[config.mk]
export PLATFORM = sky130hd
export DESIGN_NAME = fusion_issue
export DESIGN_NICKNAME = d
export VERILOG_FILES = /design/src/rtl/bitfusion_pkg.sv /design/src/rtl/fusion_pass_table.sv /design/src/rtl/fusion_issue.sv
export SDC_FILE = /design/constraint.sdc
export NUM_CORES = 1
export LEC_CHECK = 0
export ABC_AREA = 1
export BUFFER_PORTS_ARGS = -buffer_cell sky130_fd_sc_hd__buf_4
export CORE_MARGIN = 5
export CORE_UTILIZATION = 59
export DETAILED_ROUTE_END_ITERATION = 10
export GPL_TIMING_DRIVEN = 0
export PLACE_DENSITY_LB_ADDON = 0.05
export SYNTH_ARGS = -nofsm -noshare
export SYNTH_HDL_FRONTEND = slang
export SYNTH_SLANG_ARGS = --single-unit
export TNS_END_PERCENT = 30
[constraint.sdc]
create_clock -name clk -period 4.3 [get_ports clk]
set_clock_uncertainty 0.1 [all_clocks]
set_input_delay 0.43 -clock clk [delete_from_list [all_inputs] [get_ports clk]]
set_output_delay 0.43 -clock clk [all_outputs]
set_load 0.03 [all_outputs]
[src/rtl/bitfusion_pkg.sv]
// Shared types and constants for the quarter_unit operand sequencer:
// precision modes, tile fusion codes, sequencer states and the per-pass drive bundle.
package bitfusion_pkg;

  typedef enum logic [1:0] {
    MODE_2B  = 2'd0,
    MODE_4B  = 2'd1,
    MODE_8B  = 2'd2,
    MODE_RSV = 2'd3
  } mode_e;

  // Tile fusion codes, ordered {sft_ctrl_3, sft_ctrl_2, sft_ctrl_1}
  localparam logic [3:0] SFT_4X4   = 4'b1011;
  localparam logic [3:0] SFT_2X2   = 4'b0000;
  localparam logic [3:0] SFT_2X4_B = 4'b0110;
  localparam logic [3:0] SFT_2X4_A = 4'b0101;
  localparam logic [3:0] SFT_ZERO  = 4'b1111;

  typedef enum logic [1:0] {
    ST_IDLE  = 2'd0,
    ST_ISSUE = 2'd1,
    ST_DRAIN = 2'd2,
    ST_HOLD  = 2'd3
  } state_e;

  typedef struct packed {
    logic [3:0] a;
    logic [3:0] b;
    logic [1:0] sa;
    logic [1:0] sb;
    logic [3:0] code;
    logic [3:0] shift;
  } qu_drive_t;

  // Index of the final pass: 8x8 splits into four nibble passes, all else is one
  function automatic logic [1:0] last_pass(mode_e m);
    return (m == MODE_8B) ? 2'd3 : 2'd0;
  endfunction

endpackage

[src/rtl/fusion_pass_table.sv]
// Combinational map from (mode, pass index, latched operands, signs) to the
// tile operands, slice sign flags, fusion code and accumulate shift of one pass.
module fusion_pass_table
  import bitfusion_pkg::*;
(
  input  mode_e      mode,
  input  logic [1:0] pass_idx,
  input  logic [7:0] a,
  input  logic [7:0] b,
  input  logic       sign_a,
  input  logic       sign_b,
  output qu_drive_t  drv
);

  logic a_hi;
  logic b_hi;

  always_comb begin
    drv  = '0;
    // Pass order lo*lo, hi*lo, lo*hi, hi*hi: bit 0 picks the a nibble, bit 1 the b nibble
    a_hi = pass_idx[0];
    b_hi = pass_idx[1];
    case (mode)
      MODE_8B: begin
        drv.a     = a_hi ? a[7:4] : a[3:0];
        drv.b     = b_hi ? b[7:4] : b[3:0];
        drv.sa    = a_hi ? {sign_a, 1'b0} : 2'b00;
        drv.sb    = b_hi ? {sign_b, 1'b0} : 2'b00;
        drv.code  = SFT_4X4;
        drv.shift = {a_hi & b_hi, a_hi ^ b_hi, 2'b00};
      end
      MODE_4B: begin
        drv.a    = a[3:0];
        drv.b    = b[3:0];
        drv.sa   = {sign_a, 1'b0};
        drv.sb   = {sign_b, 1'b0};
        drv.code = SFT_4X4;
      end
      MODE_2B: begin
        drv.a    = a[3:0];
        drv.b    = b[3:0];
        drv.sa   = {sign_a, sign_a};
        drv.sb   = {sign_b, sign_b};
        drv.code = SFT_2X2;
      end
      default: begin
        drv.a    = a[3:0];
        drv.b    = b[3:0];
        drv.code = SFT_ZERO;
      end
    endcase
  end

endmodule

[src/rtl/fusion_issue.sv]
// Operand sequencer and result assembler for one quarter_unit tile: issues the
// nibble passes of a request and shift-accumulates the tile results into out_data.
module fusion_issue
  import bitfusion_pkg::*;
#(
  parameter int unsigned QU_LAT = 1
) (
  input  logic        clk,
  input  logic        rst_n,
  input  logic        in_valid,
  output logic        in_ready,
  input  logic [7:0]  in_a,
  input  logic [7:0]  in_b,
  input  logic [1:0]  in_mode,
  input  logic        in_sign_a,
  input  logic        in_sign_b,
  output logic [3:0]  qu_a,
  output logic [3:0]  qu_b,
  output logic [1:0]  qu_sa,
  output logic [1:0]  qu_sb,
  output logic        qu_sft_ctrl_1,
  output logic        qu_sft_ctrl_2,
  output logic [1:0]  qu_sft_ctrl_3,
  input  logic [15:0] qu_out,
  output logic        out_valid,
  input  logic        out_ready,
  output logic [15:0] out_data
);

  state_e     state_q, state_d;
  logic [1:0] cnt_q, cnt_d;
  mode_e      mode_q, mode_d;
  logic [7:0] a_q, a_d, b_q, b_d;
  logic       sign_a_q, sign_a_d, sign_b_q, sign_b_d;
  logic [15:0] acc_q, acc_d;

  logic [3:0] qu_a_q, qu_a_d, qu_b_q, qu_b_d;
  logic [1:0] qu_sa_q, qu_sa_d, qu_sb_q, qu_sb_d;
  logic [3:0] qu_code_q, qu_code_d;

  // Stage i holds the pass driven i+1 cycles ago; the last stage lines up with qu_out
  logic [QU_LAT-1:0]      cap_vld_q, cap_vld_d;
  logic [QU_LAT-1:0][3:0] cap_sft_q, cap_sft_d;

  logic       issuing;
  logic [15:0] cap_term;
  qu_drive_t  drv;

  fusion_pass_table u_pass_table (
    .mode     (mode_q),
    .pass_idx (cnt_q),
    .a        (a_q),
    .b        (b_q),
    .sign_a   (sign_a_q),
    .sign_b   (sign_b_q),
    .drv      (drv)
  );

  assign issuing = (state_q == ST_ISSUE);

  always_comb begin
    state_d   = state_q;
    cnt_d     = cnt_q;
    mode_d    = mode_q;
    a_d       = a_q;
    b_d       = b_q;
    sign_a_d  = sign_a_q;
    sign_b_d  = sign_b_q;
    acc_d     = acc_q;
    qu_a_d    = 4'd0;
    qu_b_d    = 4'd0;
    qu_sa_d   = 2'd0;
    qu_sb_d   = 2'd0;
    qu_code_d = 4'd0;
    cap_term  = qu_out << cap_sft_q[QU_LAT-1];

    if (cap_vld_q[QU_LAT-1]) begin
      acc_d = acc_q + cap_term;
    end

    cap_vld_d[0] = issuing;
    cap_sft_d[0] = issuing ? drv.shift : 4'd0;
    for (int i = 1; i < int'(QU_LAT); i++) begin
      cap_vld_d[i] = cap_vld_q[i-1];
      cap_sft_d[i] = cap_sft_q[i-1];
    end

    case (state_q)
      ST_IDLE: begin
        if (in_valid) begin
          mode_d   = mode_e'(in_mode);
          a_d      = in_a;
          b_d      = in_b;
          sign_a_d = in_sign_a;
          sign_b_d = in_sign_b;
          acc_d    = 16'd0;
          cnt_d    = 2'd0;
          state_d  = ST_ISSUE;
        end
      end
      ST_ISSUE: begin
        qu_a_d    = drv.a;
        qu_b_d    = drv.b;
        qu_sa_d   = drv.sa;
        qu_sb_d   = drv.sb;
        qu_code_d = drv.code;
        cnt_d     = cnt_q + 2'd1;
        if (cnt_q == last_pass(mode_q)) begin
          state_d = ST_DRAIN;
        end
      end
      ST_DRAIN: begin
        // Leave only once the last in-flight pass has been accumulated
        if (cap_vld_q == '0) begin
          state_d = ST_HOLD;
        end
      end
      ST_HOLD: begin
        if (out_ready) begin
          state_d = ST_IDLE;
        end
      end
      default: state_d = ST_IDLE;
    endcase
  end

  always_ff @(posedge clk or negedge rst_n) begin
    if (!rst_n) begin
      state_q   <= ST_IDLE;
      cnt_q     <= 2'd0;
      mode_q    <= MODE_2B;
      a_q       <= 8'd0;
      b_q       <= 8'd0;
      sign_a_q  <= 1'b0;
      sign_b_q  <= 1'b0;
      acc_q     <= 16'd0;
      qu_a_q    <= 4'd0;
      qu_b_q    <= 4'd0;
      qu_sa_q   <= 2'd0;
      qu_sb_q   <= 2'd0;
      qu_code_q <= 4'd0;
      cap_vld_q <= '0;
      cap_sft_q <= '0;
    end else begin
      state_q   <= state_d;
      cnt_q     <= cnt_d;
      mode_q    <= mode_d;
      a_q       <= a_d;
      b_q       <= b_d;
      sign_a_q  <= sign_a_d;
      sign_b_q  <= sign_b_d;
      acc_q     <= acc_d;
      qu_a_q    <= qu_a_d;
      qu_b_q    <= qu_b_d;
      qu_sa_q   <= qu_sa_d;
      qu_sb_q   <= qu_sb_d;
      qu_code_q <= qu_code_d;
      cap_vld_q <= cap_vld_d;
      cap_sft_q <= cap_sft_d;
    end
  end

  assign in_ready      = (state_q == ST_IDLE);
  assign out_valid     = (state_q == ST_HOLD);
  assign out_data      = acc_q;
  assign qu_a          = qu_a_q;
  assign qu_b          = qu_b_q;
  assign qu_sa         = qu_sa_q;
  assign qu_sb         = qu_sb_q;
  assign qu_sft_ctrl_3 = qu_code_q[3:2];
  assign qu_sft_ctrl_2 = qu_code_q[1];
  assign qu_sft_ctrl_1 = qu_code_q[0];

endmodule
==> After elaboration in Yosys (flattened, before gate mapping) <==
Cells that the tools add are included.
{ "totals": {"register_bits": 61, "inputBits": 40, "output_inout_bits": 34, "elab_cells": 62} }
{ "op_classes": {"add_sub_neg": 2, "n_eq_ne": 10, "shifts": 1, "mux": 25, "n_bitwise": 2, "n_reduce_logical": 7} }
{ "ops": {"columns": ["op", "count"], "rows": [
  ["$mux 16", 3],
  ["$mux 4", 7],
  ["$mux 2", 10],
  ["$add 16x16->16", 1],
  ["$shl 16x4->16", 1],
  ["$pmux 4 s3", 1],
  ["$mux 8", 1],
  ["$pmux 2 s4", 1],
  ["$pmux 4 s2", 1],
  ["$eq 2x2->1 const B", 3],
  ["$eq 2x1->1 const B", 2],
  ["$logic_not 2->1", 2],
  ["$ne 2x1->1 const B", 2],
  ["$ne 2x2->1 const B", 2],
  ["$pmux 2 s2", 1],
  ["$reduce_and 2->1", 2],
  ["$reduce_and 4->1", 1],
  ["$add 2x1->2 const B", 1],
  ["$eq 2x2->1", 1],
  ["$reduce_bool 2->1", 1],
  ["$reduce_or 2->1", 1],
  ["$and 1x1->1", 1],
  ["$xor 1x1->1", 1]
]} }

==> Longest topological paths before layout <==
{ "depth": {"ltp_word": 5, "depth_mapped": 16, "depth_no_buf": 15} }

==> Cells and area by module <==
A second synthesis with hierarchy kept.
{ "hier_totals": {"cells_unflattened": 591, "hier_area_um2": 4129.0} }
{ "modules_own_cells": {"columns": ["module", "n_inst", "cells_per_inst", "area_per_inst_um2", "seq_area_each_um2"], "rows": [
  ["fusion_issue", 1, 538, 3867.5, 1526.5],
  ["fusion_pass_table", 1, 53, 261.5, 0.0]
]} }

==> Worst setup path after synthesis <==
Ideal clock, no wire load.
{ "synth_timing": {"kind": "flip-flop to flip-flop", "from": "register cap_sft_q[3] in the netlist's numbering", "to": "register acc_q[8] (netlist: out_data[8])", "setup_time_ns": 0.113, "t_arrival_ns": 2.068, "setup_slack_ns": 2.020, "stages_incl_launch_ff": 15, "path_cell_list": "dfrtp_1 > buf_2 > buf_1 > nor2_1 > ha_1 > fa_1 > nand2_1 > nand2_1 > and2_4 > nand2_2 > nand2_2 > xnor2_1 > nand2_1 > nand2_1 > inv_1"} }
{ "synth_via": {"elab_chain_cells": 5} }
{ "synth_lines": {"columns": ["element", "line_no", "rtl"], "rows": [
  ["start, declared", "fusion_issue.sv:43", "logic [QU_LAT-1:0][3:0] cap_sft_q, cap_sft_d;"],
  ["start signal, assigned", "fusion_issue.sv:159", "cap_sft_q <= cap_sft_d;"],
  ["$shl 16x4->16 (*)", "fusion_issue.sv:75", "cap_term = qu_out << cap_sft_q[QU_LAT-1];"],
  ["$add 16x16->16 (*)", "fusion_issue.sv:78", "acc_d = acc_q + cap_term;"],
  ["$mux 16 (*)", "fusion_issue.sv:77", "if (cap_vld_q[QU_LAT-1]) begin"],
  ["$mux 16", "fusion_issue.sv:90", "if (in_valid) begin"],
  ["$mux 16 (*)", "fusion_issue.sv:88", "case (state_q)"],
  ["via acc_d[8]", "fusion_issue.sv:35", "logic [15:0] acc_q, acc_d;"],
  ["end signal, assigned", "fusion_issue.sv:136", "acc_q <= 16'd0;"],
  ["end signal, assigned", "fusion_issue.sv:152", "acc_q <= acc_d;"],
  ["end, declared", "fusion_issue.sv:35", null]
]} }
The timed path passes the listed nets; every way through them passes the cells marked *.
A chain may end at the register's enable or synchronous reset.

==> Final worst setup path <==
{ "layout_timing": {"from": "register cap_sft_q[3] in the netlist's numbering", "to": "register acc_q[14] (netlist: out_data[14])"} }
The elaborated chain is that of the path after synthesis.

==> reports/metrics.cfg <==
[timing]
rsz0062_at_grt = no
finalCritPeriodShare_pct = 62.2
slew_viol_final = 0
clock.fmax_mhz = 374
fin_ws_ps = 1630
worst_pin_slew_ps = 720
fin_tns_setup_ps = 0
period_minus_slack_ps = 2670
hold_violations = 0
setup_viol = 0
slew_headroom_pct = 52.0

[floorplanning]
die_h_um = 87.4
io_pins = 74
fp.dieW_um = 87.4
core.rowCount = 28
die_area_sq_um = 7640
start_util_pct = 60.0
core_area_sq_um = 5890

[cts]
numClockSinks = 57
hold_buffers = 0
clk_pin_slew_worst_paths_ps = 80
cts.repair.resized = 0
clock_path_buffers = 2
cts_made_buffers = 9
post_cts.repair.setup_buffers = 0
cts_root_buffer = clkbuf_8
insertion_delay_ps = 340
cts_tree = yes
h-tree-depth = 3

[global_route]
grt_pass1_wl_um = 15200
grt_pass1_vias = 3444
grtUsageTotal_pct = 25.5
grt_max_degree = 58
antenna_found_initial = 0
grt_overflow = 0

[finish]
antenna_cells = 0
area_delta_synth_final_pct = 24.6
drive_gt1_share_pct = 20.7
fin_util_pct = 74.8
final_nets = 636

[detailed_routing]
first_pass_iters = 5
viasPerCell = 5.27
drc_errors = 0
ant_nets = 0
first_iter_violations = 188
wirelength_um = 9290
routedWlPerCell_um = 14.2
vias = 3453

[synthesis]
yosys_warnings = 0
synth.distinct_cells = 32
postSynthAreaPerCell_sq_um = 7.20
synth_fp_nets = 552
synth_area_sq_um = 3530
yosysSeqAreaShare_pct = 40.4
ys_ff_latch = 57
syn-instance-count = 491

[setup_path]
worstPathRequired_ps = 4440
slowest_stage = buf_1
path_class = flip-flop to flip-flop
crit_cells = 15
crit_buf_inv = 3
path_common_cell = nand2_1
start_kind = flip-flop
critical-path-top-delay-family = simple AND/OR/NAND/NOR gates
end_kind = flip-flop
critical_path.max_stage_delay_ps = 410
reg2regPathDepth = 15
cp.arrival_ps = 2810
cp_max_fo = 10
path_cells = buf_2 -> buf_1 -> nor2_1 -> ha_1 -> fa_1 -> nand2_1 -> nand2_1 -> nand3b_1 -> nand2_1 -> nand2_1 -> nand2_1 -> nand2_1 -> nand3_1 -> nand2_1 -> inv_1

[placement]
dp_slack_ps = 1660
hpwlAfterDp_um = 6720
place_congestion = 0.930
io_buffers = 73

[power]
power_mw = 3.47
power.leakage_nw = 2.49
ir_worst_vdd_mv = 0.458
p_per_area_nw_per_um2 = 788

[flow_run]
drv_cap = 0

[hold_path]
hold_path.class = input port to asynchronous set/reset pin

[run_status]
status = complete, no violations

[cells in the mapped netlist (all sizes together)]
| cell | n | area (sq um) |
|---|---|---|
| nand2 | 152 | 581 |
| inv | 80 | 300 |
| dfrtp | 57 | 1430 |
| nor2 | 48 | 188 |
| a21oi | 33 | 165 |
| o21ai | 33 | 165 |
| nand3 | 27 | 155 |
| ha | 20 | 250 |
| buf | 13 | 86.3 |
| nor3 | 6 | 35.0 |
| a22oi | 3 | 22.5 |
| o211ai | 3 | 22.5 |
| clkbuf | 2 | 7.51 |
| mux2i | 2 | 20.0 |
| nand4 | 2 | 12.5 |
| xnor2 | 2 | 17.5 |
| xor2 | 2 | 17.5 |
| and2 | 1 | 8.76 |
| fa | 1 | 20.0 |
| mux2 | 1 | 11.3 |
| nand3b | 1 | 7.51 |
| o31ai | 1 | 7.51 |
| or2 | 1 | 6.26 |
[registers in the layout, indices dropped and copies added (netlist names), 4 cells and up]
signal and flops:
out_data 16, b_q 8, qu_b 4, a_q 8, qu_a 4
[placed cells by master (no fill, tap or decap), types with 2 or more instances in the layout]
master and n:
nand2_2 4, buf_4 77, bufinv_16 2, o21ai_0 31, nor2_1 47, ha_1 20, buf_2 6, mux2i_1 2
a22oi_1 3, nand2_1 148, clkbuf_1 2, dfrtp_1 57, o211ai_1 3, nor3_1 5, o21ai_1 2, inv_1 73
buf_6 2, clkbuf_8 10, a21oi_1 33, xnor2_1 2, nand4_1 2, xor2_1 2, nand3_2 4, nand3_1 23
inv_2 7
[cell type report]
class                   instances  area [sq um]
plain buffers                  15          93.8
clock buffers                  10           138
clock inverters                 6          90.1
fillers                       453          1480
inverters                      80           300
multi-input cells             339          1710
flip-flops and latches         57          1430
well taps                      75          93.8
repair buffers                 73           548
[worst reg2reg max path: cells and delay by family (launching register included)]
family,cells,cell delay [ps]
fa+ha+maj,2,620
buf+inv,3,680
flops,1,340
simple gates,10,860
[per-stage QoR]
step,hold WS [ps],cells,area [sq um]
6_report,34.5,655,4400
5_1_grt,108,655,4400
4_1_cts,76.4,655,4400
3_5_place_dp,367,639,4180
3_3_place_gp,356,639,4180
2_1_floorplan,34.4,491,3530
[path summary, 6_finish.rpt]
kind	start	to	slack [ps]
min in group clk	in_valid	out_data[2]	170
max	cap_sft_q[3]	out_data[14]	1630
max reg2reg	cap_sft_q[3]	out_data[14]	1630
min reg2reg	a_q[4]	a_q[4]	390
max in group asynchronous	rst_n	qu_a[0]	3570
min	rst_n	out_data[3]	30
[power breakdown]
part	leakage, nW	internal [mW]	total (mW)	switching, mW
logic	1.66	0.717	1.96	1.24
clock network	0.113	0.344	0.584	0.239
registers	0.721	0.768	0.926	0.159
[kinds of logic after synthesis]
logic type	synth area share, %
simple gates	28.1
buf+inv	11.2
compound gates	10.8
flops	40.4
fa+ha+maj	7.65
xor+xnor	0.992
mux	0.885
[routing by layer]
metal / share of wire, % / up-vias / track usage, %
li1: - / 1715 / -
met1: 41 / 1595 / 29.6
met2: 52 / 117 / 46.0
met3: 5.6 / 26 / 5.30
met4: 2.3 / 0 / 9.34
met5: 0 / - / 0
No activity file was read; power rests on OpenSTA's default activity.
